===== config.mk =====
export PLATFORM = sky130hd
export DESIGN_NAME = regfile_writer
export DESIGN_NICKNAME = d
export VERILOG_FILES = /design/src/rtl/regfile_pkg.sv /design/src/rtl/regfile_writer_wb_fifo.sv /design/src/rtl/regfile_writer.sv
export SDC_FILE = /design/constraint.sdc
export NUM_CORES = 1
export LEC_CHECK = 0
export ABC_AREA = 1
export BUFFER_PORTS_ARGS = -buffer_cell sky130_fd_sc_hd__buf_2
export CORE_MARGIN = 3
export CORE_UTILIZATION = 45
export CTS_CLUSTER_DIAMETER = 40
export DETAILED_ROUTE_END_ITERATION = 7
export PLACE_DENSITY = 0.66
export SYNTH_ARGS = -nofsm -noshare
export SYNTH_HDL_FRONTEND = slang
export SYNTH_HIERARCHICAL = 1
export SYNTH_SLANG_ARGS = --single-unit

===== constraint.sdc =====
create_clock -name clk -period 3.9 [get_ports clk]
set_input_delay 0.195 -clock clk [delete_from_list [all_inputs] [get_ports clk]]
set_output_delay 0.195 -clock clk [all_outputs]
set_load 0.01 [all_outputs]

===== src/rtl/regfile_pkg.sv =====
// Shared types and constants for the register-file write-side front end.
package regfile_pkg;

    localparam int DATA_WIDTH    = 64;
    localparam int ADDRESS_WIDTH = 5;
    localparam int REGISTER_SIZE = 2 ** ADDRESS_WIDTH;
    localparam int FIFO_DEPTH    = 4;

    typedef logic [ADDRESS_WIDTH-1:0] reg_addr_t;
    typedef logic [DATA_WIDTH-1:0]    reg_data_t;

    // One queued register-file write.
    typedef struct packed {
        reg_addr_t wa;
        reg_data_t wd;
    } wb_entry_t;

endpackage


===== src/rtl/regfile_writer_wb_fifo.sv =====
// Write-back queue: up to two pushes (slot order push0 then push1) and one pop
// per cycle. Per-slot valid/address are exported so the top can build the
// pending mask without walking pointers.
module wb_fifo
    import regfile_pkg::*;
#(
    parameter int DEPTH = FIFO_DEPTH,
    localparam int PTR_W = $clog2(DEPTH),
    localparam int CNT_W = PTR_W + 1
) (
    input  logic                                clk,
    input  logic                                rst_ni,
    input  logic                                push0_i,
    input  wb_entry_t                           push0_entry_i,
    input  logic                                push1_i,
    input  wb_entry_t                           push1_entry_i,
    input  logic                                pop_i,
    output wb_entry_t                           head_o,
    output logic [CNT_W-1:0]                    count_o,
    output logic [DEPTH-1:0]                    entry_valid_o,
    output logic [DEPTH-1:0][ADDRESS_WIDTH-1:0] entry_wa_o
);

    logic [PTR_W-1:0] wptr_q, wptr_d;
    logic [PTR_W-1:0] rptr_q, rptr_d;
    logic [CNT_W-1:0] count_q, count_d;
    logic [PTR_W-1:0] slot1_ptr;
    wb_entry_t        slot_view [DEPTH];

    // The second push lands right after the first, or at wptr when only it fires.
    always_comb begin
        slot1_ptr = wptr_q + PTR_W'(push0_i);
        wptr_d    = wptr_q + PTR_W'(push0_i) + PTR_W'(push1_i);
        rptr_d    = rptr_q + PTR_W'(pop_i);
        count_d   = count_q + CNT_W'(push0_i) + CNT_W'(push1_i) - CNT_W'(pop_i);
    end

    // Pointer and occupancy registers; pointers wrap since DEPTH is a power of two.
    always_ff @(posedge clk) begin
        if (!rst_ni) begin
            wptr_q  <= '0;
            rptr_q  <= '0;
            count_q <= '0;
        end else begin
            wptr_q  <= wptr_d;
            rptr_q  <= rptr_d;
            count_q <= count_d;
        end
    end

    generate
        for (genvar gi = 0; gi < DEPTH; gi++) begin : g_slot
            wb_entry_t slot_q;
            logic      valid_q;
            logic      wr0, wr1, rd;

            assign wr0 = push0_i && (wptr_q == PTR_W'(gi));
            assign wr1 = push1_i && (slot1_ptr == PTR_W'(gi));
            assign rd  = pop_i && (rptr_q == PTR_W'(gi));

            // Slot payload; only written on a push targeting this slot.
            always_ff @(posedge clk) begin
                if (wr0) begin
                    slot_q <= push0_entry_i;
                end else if (wr1) begin
                    slot_q <= push1_entry_i;
                end
            end

            // Slot occupancy: set on push, cleared when the head leaves.
            always_ff @(posedge clk) begin
                if (!rst_ni) begin
                    valid_q <= 1'b0;
                end else if (wr0 || wr1) begin
                    valid_q <= 1'b1;
                end else if (rd) begin
                    valid_q <= 1'b0;
                end
            end

            assign slot_view[gi]     = slot_q;
            assign entry_valid_o[gi] = valid_q;
            assign entry_wa_o[gi]    = slot_q.wa;
        end
    endgenerate

    assign head_o  = slot_view[rptr_q];
    assign count_o = count_q;

endmodule


===== src/rtl/regfile_writer.sv =====
// Write-side front end of the integer register file: merges ALU and load
// results into one ordered queue, drives one registered write per cycle and
// publishes the set of destinations still in flight.
module regfile_writer #(
    parameter int DATA_WIDTH    = regfile_pkg::DATA_WIDTH,
    parameter int ADDRESS_WIDTH = regfile_pkg::ADDRESS_WIDTH,
    parameter int REGISTER_SIZE = 2 ** ADDRESS_WIDTH,
    parameter int FIFO_DEPTH    = regfile_pkg::FIFO_DEPTH
) (
    input  logic                     clk,
    input  logic                     rst,
    input  logic                     alu_valid,
    output logic                     alu_ready,
    input  logic [ADDRESS_WIDTH-1:0] alu_wa,
    input  logic [DATA_WIDTH-1:0]    alu_wd,
    input  logic                     mem_valid,
    output logic                     mem_ready,
    input  logic [ADDRESS_WIDTH-1:0] mem_wa,
    input  logic [DATA_WIDTH-1:0]    mem_wd,
    output logic                     RegWrite,
    output logic [ADDRESS_WIDTH-1:0] wa,
    output logic [DATA_WIDTH-1:0]    wd,
    output logic [REGISTER_SIZE-1:0] pending,
    output logic                     busy
);
    import regfile_pkg::*;

    localparam int CNT_W = $clog2(FIFO_DEPTH) + 1;

    logic                                     push0, push1, pop;
    wb_entry_t                                alu_entry, mem_entry, head;
    logic [CNT_W-1:0]                         count;
    logic [FIFO_DEPTH-1:0]                    entry_valid;
    logic [FIFO_DEPTH-1:0][ADDRESS_WIDTH-1:0] entry_wa;
    logic                                     regwrite_q, regwrite_d;
    logic [ADDRESS_WIDTH-1:0]                 wa_q, wa_d;
    logic [DATA_WIDTH-1:0]                    wd_q, wd_d;
    logic [REGISTER_SIZE-1:0]                 pending_mask;

    // Readiness looks only at the registered count, so a same-cycle pop is
    // never credited and valid never loops back into ready.
    assign alu_ready = (count <= CNT_W'(FIFO_DEPTH - 1));
    assign mem_ready = (count <= CNT_W'(FIFO_DEPTH - 2));

    // Writes to x0 complete the handshake but are dropped here.
    assign push0     = alu_valid && alu_ready && (alu_wa != '0);
    assign push1     = mem_valid && mem_ready && (mem_wa != '0);
    assign alu_entry = '{wa: alu_wa, wd: alu_wd};
    assign mem_entry = '{wa: mem_wa, wd: mem_wd};
    assign pop       = (count != '0);

    wb_fifo #(
        .DEPTH(FIFO_DEPTH)
    ) u_fifo (
        .clk           (clk),
        .rst_ni        (rst),
        .push0_i       (push0),
        .push0_entry_i (alu_entry),
        .push1_i       (push1),
        .push1_entry_i (mem_entry),
        .pop_i         (pop),
        .head_o        (head),
        .count_o       (count),
        .entry_valid_o (entry_valid),
        .entry_wa_o    (entry_wa)
    );

    // Issue the queue head every cycle it exists; address/data hold otherwise.
    always_comb begin
        regwrite_d = pop;
        wa_d       = wa_q;
        wd_d       = wd_q;
        if (pop) begin
            wa_d = head.wa;
            wd_d = head.wd;
        end
    end

    // Registered register-file write port.
    always_ff @(posedge clk) begin
        if (!rst) begin
            regwrite_q <= 1'b0;
            wa_q       <= '0;
            wd_q       <= '0;
        end else begin
            regwrite_q <= regwrite_d;
            wa_q       <= wa_d;
            wd_q       <= wd_d;
        end
    end

    // Pending mask: every queued destination plus the one currently being written.
    always_comb begin
        pending_mask = '0;
        for (int i = 0; i < FIFO_DEPTH; i++) begin
            if (entry_valid[i]) begin
                pending_mask[entry_wa[i]] = 1'b1;
            end
        end
        if (regwrite_q) begin
            pending_mask[wa_q] = 1'b1;
        end
        pending_mask[0] = 1'b0;
    end

    assign RegWrite = regwrite_q;
    assign wa       = wa_q;
    assign wd       = wd_q;
    assign pending  = pending_mask;
    assign busy     = (count != '0) || regwrite_q;

endmodule


==> metrics.md, run 1 <==
| Metric | Value |
|---|---|
| Reg2Reg Depth | 8 |
| Sequential fraction of the synthesis area | 0.561 |
| Crit path max fanout | 90 |
| Clk slew on worst S/H paths | 0.06 ns |
| I/O Buffers | 245 |
| R2R Setup Slk | 1.02 ns |
| Via/cell ratio | ~5.4 |
| Slew Limit Fails | 0 |
| Final setup fails | 0 |
| Syn nets | 2198 |
| Cells along the critical path | inv_2 -> nand3_1 -> inv_1 -> nand3_4 -> buf_12 -> nand2_1 -> o21ai_1 -> dlygate4sd3_1 |
| Max IR drop VDD | 482 uV |
| Vias | roughly 15k |
| Synth unique cells | 32 |
| DR pass1 iterations | 6 |
| Layout area overhead | 21.0% |
| RSZ-0062 raised after global routing | no |
| Seq cells post-synth | 357 |
| Vias in the first global route | 15.2k |
| Initial DRC count | approximately 1.4k |
| Area leader, netlist | edfxtp_1 |
| Largest family of logic cells by synthesized area | simple AND/OR/NAND/NOR gates |
| CTS Buf Count | between 40 and 50 |
| Leak | 9.19 nW |
| Hold/Removal Path Class | input pin to flop |
| Final #Nets | roughly 2.5k |
| GPL Wtd Cong | approximately 0.97 |
| Largest net degree at the start of global routing | 92 |
| Crit end category | flop |
| RR Endpoint | u_fifo/g_slot[3].slot_q[44]$_DFFE_PP_ |
| Synthesized cell area | 0.0177 mm2 |
| Mapped Cells | 2050 |
| Layout cell share with drive strength beyond 1 | 0.157 |
| CTS root buf | clkbuf_16 |
| Die Y | 204 um |
| CTS tree | done |
| Ys Warns | 6 |
| Mux contribution to synthesized area | 0 |
| Highest metal used | met4 |
| Post-synth top area share | 0.469 |
| Period Utilization, post-route | 0.738 |
| Simple-gate area share of the yosys netlist | 0.222 |
| Htree depth | 2 |
| CP max-delay cell | dlygate4sd3_1 |
| Slowest cell delay on critical path | around 0.57 ns |
| DRT antenna net count | 0 |
| DRC | 0 |
| Compound-Gate Fraction of Synth Area | 0.137 |
| Worst Min Path Start | alu_wd[17] |
| Met1 WL | 21900 um |
| Wire length per cell | 18.5 um |
| Clock insertion delay at the later pin of the skew report | 0.55 ns |
| Fin Setup TNS | 0 ns |
| Mean Syn Cell Area | about 8.6 um2 |
| Antenna violations before repair | 0 |
| Post-synth EDFFs | 276 |
| Post-CTS setup buffers | 0 |
| # rows | slightly above 70 |
| Die Wd | 204 um |
| Crit path kind | flop to flop |
| Drt total wl | 52800 um |
| Leading post-synthesis cells by cell area | edfxtp_1 47%, nand2_1 11%, dfxtp_1 9.2% |
| Boundary Pins | between 200 and 250 |
| Reg-to-Reg Start | u_fifo/count_o[2]$_SDFF_PN0_ |
| Met2 WL | between 20000 and 30000 um |
| WP data required | 4.20 ns |
| Hold Path Cell Cnt | 3 |
| Xor/xnor share of the synthesized area | 0 |
| Max transition margin | 0.409 |
| Fin. Hold Viols | 0 |
| # clock sinks | 357 |
| Crit path DAT | about 3.2 ns |
| Initial Utilization | 0.463 |
| Global-route wire length before repair | 83100 um |
| Routed length on met3 | 3760 um |
| Hold EP | u_fifo/g_slot[2].slot_q[17]$_DFFE_PP_ |
| Adder-Cell Fraction of Synth Area | 0.00510 |
| Setup Skew | 0.0205 ns |
| Min Tclk post-route | 2.88 ns |
| Outcome | complete, no violations |
| Fin util | 0.560 |
| Die area | 0.0417 mm2 |
| HPWL after detailed placement | 34000 um |
| Gr usage total | 0.252 |
| CTS max path bufs | 3 |
| Aggregate global routing overflow | 0 |
| Crit path launch type | flop |
| Fraction of registers with async set/reset | 0 |
| Slew @ Worst Pin | 0.887 ns |
| FMAX | 0.347 GHz |
| Final hold slack | 0.0237 ns |
| Pwr/cell area | about 770 mW/mm2 |
| Total core area | roughly 0.038 mm2 |
| Synth Flop Type | edfxtp_1 |
| Max-Cap Viols | 0 |
## area by class of cell
| cell class | instances | area, um2 |
|---|---|---|
| Tap cell | 511 | 639 |
| Timing Repair Buffer | 341 | 2240 |
| Fill cell | 3488 | 16800 |
| Inverter | 130 | 490 |
| Clock buffer | 54 | 1240 |
| Multi-Input combinational cell | 1425 | 6510 |
| Antenna cell | 2 | 5.00 |
| Clock inverter | 33 | 354 |
| Sequential cell | 357 | 9910 |
## cell usage after synthesis, types with 2 or more instances
master	count
nand2_1	512
nor2_1	335
edfxtp_1	276
o21ai_0	205
o21ai_1	143
inv_1	123
a22oi_1	88
nand3_1	87
dfxtp_1	81
buf_2	65
buf_4	36
nand4_1	25
clkbuf_1	23
buf_6	13
inv_2	6
ha_1	4
nor3_1	4
nor3_2	4
nor2_4	3
a21oi_1	2
fa_1	2
nand2_2	2
nand3_2	2
## timing repair
item	4_1_cts	5_1_grt
hold buffers	77	0
gates resized for setup	0	0
hold endpoints to repair	240	0
## logic make-up after synthesis
family | count (synthesis)
AO/OA/AOI/OAI | 439
adder cells (fa/ha/maj) | 6
buffers and inverters | 268
flip-flops | 357
other | 1
AND/OR/NAND/NOR | 979
## stage by stage
step | total power [W] | instances | setup WS [ns] | area, um2
after floorplan | 0.0103 | 2050 | 0.818 | 17700
final | 0.0166 | 2853 | 1.02 | 21400
after CTS | 0.0167 | 2851 | 1.06 | 21400
after global placement | 0.0121 | 2687 | 1.16 | 19000
after detailed placement | 0.0122 | 2687 | 1.15 | 19000
after global routing | 0.0176 | 2851 | 0.848 | 21400
## power by group
part | switching [W] | internal (W)
Clock | 0.00169 | 0.00266
Sequential | 0.000646 | 0.00590
Combinational | 0.00396 | 0.00174
## sequential cells by signal, summed over array words and instances (netlist names), 2 cells and up
name and count:
u_fifo/wptr_q 2, wa 5, u_fifo/g_slot.valid_q 4, u_fifo/rptr_q 2
wd 64, u_fifo/count_o 3, u_fifo/entry_wa_o 20, u_fifo/g_slot.slot_q 256
## worst max-delay path by stage
stage	startpoint	endpoint	slack [ns]	depth (start not counted)
after floorplan	u_fifo/count_o[2]$_SDFF_PN0_	u_fifo/entry_wa_o[0]$_DFFE_PP_	0.82	7
after global placement	alu_wa[3]	u_fifo/g_slot[1].slot_q[36]$_DFFE_PP_	1.16	11
after detailed placement	alu_wa[3]	u_fifo/g_slot[1].slot_q[32]$_DFFE_PP_	1.15	11
after CTS	u_fifo/count_o[2]$_SDFF_PN0_	u_fifo/g_slot[3].slot_q[44]$_DFFE_PP_	1.06	8
after global routing	u_fifo/count_o[2]$_SDFF_PN0_	u_fifo/g_slot[3].slot_q[44]$_DFFE_PP_	0.85	8
final	u_fifo/count_o[2]$_SDFF_PN0_	u_fifo/g_slot[3].slot_q[44]$_DFFE_PP_	1.02	8
## layer usage
layer	vias to the layer above	global-route usage
met5	-	0
met4	0	0.0944
met3	108	0.0409
met2	611	0.427
met1	7136	0.326
li1	7437	-
## worst max-delay path, delay by kind of cell, from the launching register on
kind                   cells  cell delay [ns]
and+or+nand+nor            3             0.73
DFF                        1             0.34
buffers and inverters      4             1.45
AOI/OAI and AO/OA          1             0.06
## cell usage in the layout (no fill, tap or decap), types with 49 or more instances in the layout
master,synthesis,layout
o21ai_1,143,143
o21ai_0,205,205
a22oi_1,88,88
nor2_1,335,335
dlygate4sd3_1,0,77
edfxtp_1,276,276
buf_2,65,245
dfxtp_1,81,81
inv_1,123,123
nand2_1,512,507
nand3_1,87,86
clkbuf_16,0,49
Power figures use the tool's default switching activity.
==> inputs of run 2 (changes only) <==
- clock period: 3.9 -> 3 ns (I/O delays scaled with it)
==> run 2 against run 1 <==
Register-to-register slack lost 0.63 ns. Wire length grew 3.6%. Sequential cell count is the same. First-iteration DRC count grew 5.7%. Critical path type unchanged. Global-route usage grew 0.63 points. Maximum frequency grew 10%. Combinational power grew 39%. Hold slack is essentially flat. Clock-buffer cell count grew 7. Die area is the same. The flow now finishes with violations (design-rule violations). Clock power grew 32%.
==> metrics.md, run 2 (synthesis results as in run 1) <==
| Metric | Value |
|---|---|
| Leak | 9.69 nW (+5.4%) |
| Total core area | 0.0382 mm2 (unchanged) |
| Top Family by Delay on Critical Path | buffers and inverters |
| Period Utilization, post-route | 0.871 (+0.133) |
| Die area | 0.0417 mm2 (unchanged) |
| CTS tree | done |
| CP max-delay cell | dlygate4sd3_1 |
| Crit path kind | flop to flop |
| Max reg flops | 256 (unchanged) |
| Via/cell ratio | 5.36 (about the same) |
| Die Wd | 204 um (unchanged) |
| Clock insertion delay at the later pin of the skew report | 0.55 ns (about the same) |
| Gr usage total | 0.258 (+0.00634) |
| Slowest cell delay on critical path | 0.60 ns (+0.03 ns) |
| Pwr/cell area | 984 mW/mm2 (+27%) |
| # rows | 71 (unchanged) |
| Setup Skew | 0.0201 ns (-0.000349 ns) |
| Max-Cap Viols | 0 (unchanged) |
| Wire length per cell | 18.5 um (about the same) |
| Final setup fails | 0 (unchanged) |
| Slew Limit Fails | 0 (unchanged) |
| Hold/Removal Path Class | input pin to flop |
| # clock sinks | 357 (unchanged) |
| Slew @ Worst Pin | 1.13 ns (+0.246 ns) |
| Hold buffers post-CTS | 167 (+120%) |
| DP Area | 0.0192 mm2 (+0.87%) |
| Max IR drop VDD | 549 uV (+14%) |
| Antenna violations before repair | 3 (+3) |
| CTS Buf Count | 48 (+2.1%) |
| Crit path launch type | flop |
| Largest net degree at the start of global routing | 76 (-17%) |
| Critical Path Sink | u_fifo/g_slot[1].slot_q[8]$_DFFE_PP_ |
| Final #Nets | 2552 (+4.2%) |
| Outcome | finished, violations left |
| Die Y | 204 um (unchanged) |
| DRT antenna net count | 0 (unchanged) |
| Beginning of the critical path | u_fifo/count_o[2]$_SDFF_PN0_ |
| HPWL after detailed placement | 34300 um (+0.92%) |
| DRC | 2 (+2) |
| Htree depth | 2 (unchanged) |
| Drt total wl | 54700 um (+3.6%) |
| Min Tclk post-route | 2.61 ns (-0.267 ns) |
| Fin. Hold Viols | 0 (unchanged) |
| Boundary Pins | 247 (unchanged) |
| Post-CTS setup buffers | 0 (unchanged) |
| Layout area overhead | 27.3% |
| CTS root buf | clkbuf_16 |
| Cells along the critical path | inv_2 -> nand3_1 -> inv_1 -> nand3_4 -> buf_4 -> o21ai_0 -> dlygate4sd3_1 |
| Most common cell after layout, fill and taps aside | nand2_1 |
| Initial Utilization | 0.463 (unchanged) |
| Aggregate global routing overflow | 0 (unchanged) |
| Fin cells | 2957 (+3.6%) |
| I/O Buffers | 245 (unchanged) |
| Most frequent cells in the layout | 507 x nand2_1, 335 x nor2_1, 276 x edfxtp_1, 245 x buf_2, 205 x o21ai_0 |
| Post-cts sizing count | 0 (unchanged) |
| Layout cell share with drive strength beyond 1 | 0.156 (-0.00129) |
| Final hold slack | 0.0236 ns (-0.0000688 ns) |
| CTS max path bufs | 3 (unchanged) |
| WP data required | 3.29 ns (-0.91 ns) |
| DR pass1 iterations | 8 (+2) |
| Max transition margin | 0.245 (-0.164) |
| Crit end category | flop |
| Clk slew on worst S/H paths | 0.06 ns (about the same) |
| Reg-to-Reg Start | u_fifo/count_o[2]$_SDFF_PN0_ |
| Vias in the first global route | 15.5k (+1.8%) |
| RR Endpoint | u_fifo/g_slot[1].slot_q[8]$_DFFE_PP_ |
| Crit path max fanout | 70 (-22%) |
| Fin Setup TNS | 0 ns (unchanged) |
| FMAX | 0.383 GHz (+10%) |
| Biggest register | u_fifo/g_slot.slot_q |
| Reg2Reg Depth | 7 (-1) |
| Fin worst setup slack | 0.387 ns (-0.633 ns) |
| Vias | 15.9k (+3.7%) |
| Crit path DAT | 2.90 ns (-0.28 ns) |
| R2R Setup Slk | 0.39 ns (-0.63 ns) |
| WP depth | 7 (-1) |
| Global-route wire length before repair | 85300 um (+2.6%) |
| Dpl cells | 2698 (+0.41%) |
| Bufs and invs on worst path | 4 (unchanged) |
| GPL Wtd Cong | 0.945 (-2.3%) |
| Setup WS pre-CTS | 0.424 ns (-0.723 ns) |
| Violated checks | design-rule violations |
| Worst Min Path Start | alu_wd[2] |
| Initial DRC count | 1511 (+5.7%) |
| RSZ-0062 raised after global routing | no |
| Design area | 0.0225 mm2 (+5.2%) |
run 2: layout make-up:
type | instances | area, um2
timing repair buffer | 442 | 3310
clock buffer | 61 | 1340
fill | 3343 | 15700
inverter | 130 | 490
tap | 511 | 639
sequential | 357 | 9910
multi-input combinational | 1425 | 6510
clock inverter | 28 | 292
antenna | 3 | 7.51
run 2: report_power, final:
group | internal, W | switching, W | total (W)
clock | 0.00354 | 0.00217 | 0.00571
combinational | 0.00261 | 0.00530 | 0.00791
sequential | 0.00766 | 0.000863 | 0.00852
run 2: per-stage QoR:
| stage | utilization | total power, W |
|---|---|---|
| floorplan | - | 0.0134 |
| global placement | 0.502 | 0.0159 |
| detailed placement | 0.502 | 0.0161 |
| CTS | 0.589 | 0.0222 |
| global route | 0.589 | 0.0235 |
| finish | 0.589 | 0.0221 |
run 2: worst min path at each step:
stage / to / slack (ns) / cells after the start
6_report: u_fifo/g_slot[3].slot_q[2]$_DFFE_PP_ / 0.02 / 3
4_1_cts: u_fifo/g_slot[2].slot_q[26]$_DFFE_PP_ / 0.0004 / 3
3_5_place_dp: u_fifo/g_slot[3].slot_q[60]$_DFFE_PP_ / 0.48 / 3
2_1_floorplan: u_fifo/count_o[2]$_SDFF_PN0_ / 0.30 / 1
5_1_grt: u_fifo/g_slot[3].slot_q[2]$_DFFE_PP_ / 0.02 / 3
3_3_place_gp: u_fifo/g_slot[1].slot_q[13]$_DFFE_PP_ / 0.47 / 3
run 2: per-layer routing:
layer  track usage  vias to the layer above  part of all wire  wire [um]
met1         0.339                     7443              0.41      22600
li1              -                     7632                 -          -
met4        0.0794                        4             0.026       1410
met5             0                        -           0.00062         34
met3        0.0381                      101             0.075       4110
met2         0.443                      680              0.48      26500
run 2: tightest hold or removal path: cells and delay by family:
family / cells / cell delay [ns]
AO/OA/AOI/OAI: 1 / 0.16
buffers and inverters: 2 / 0.14
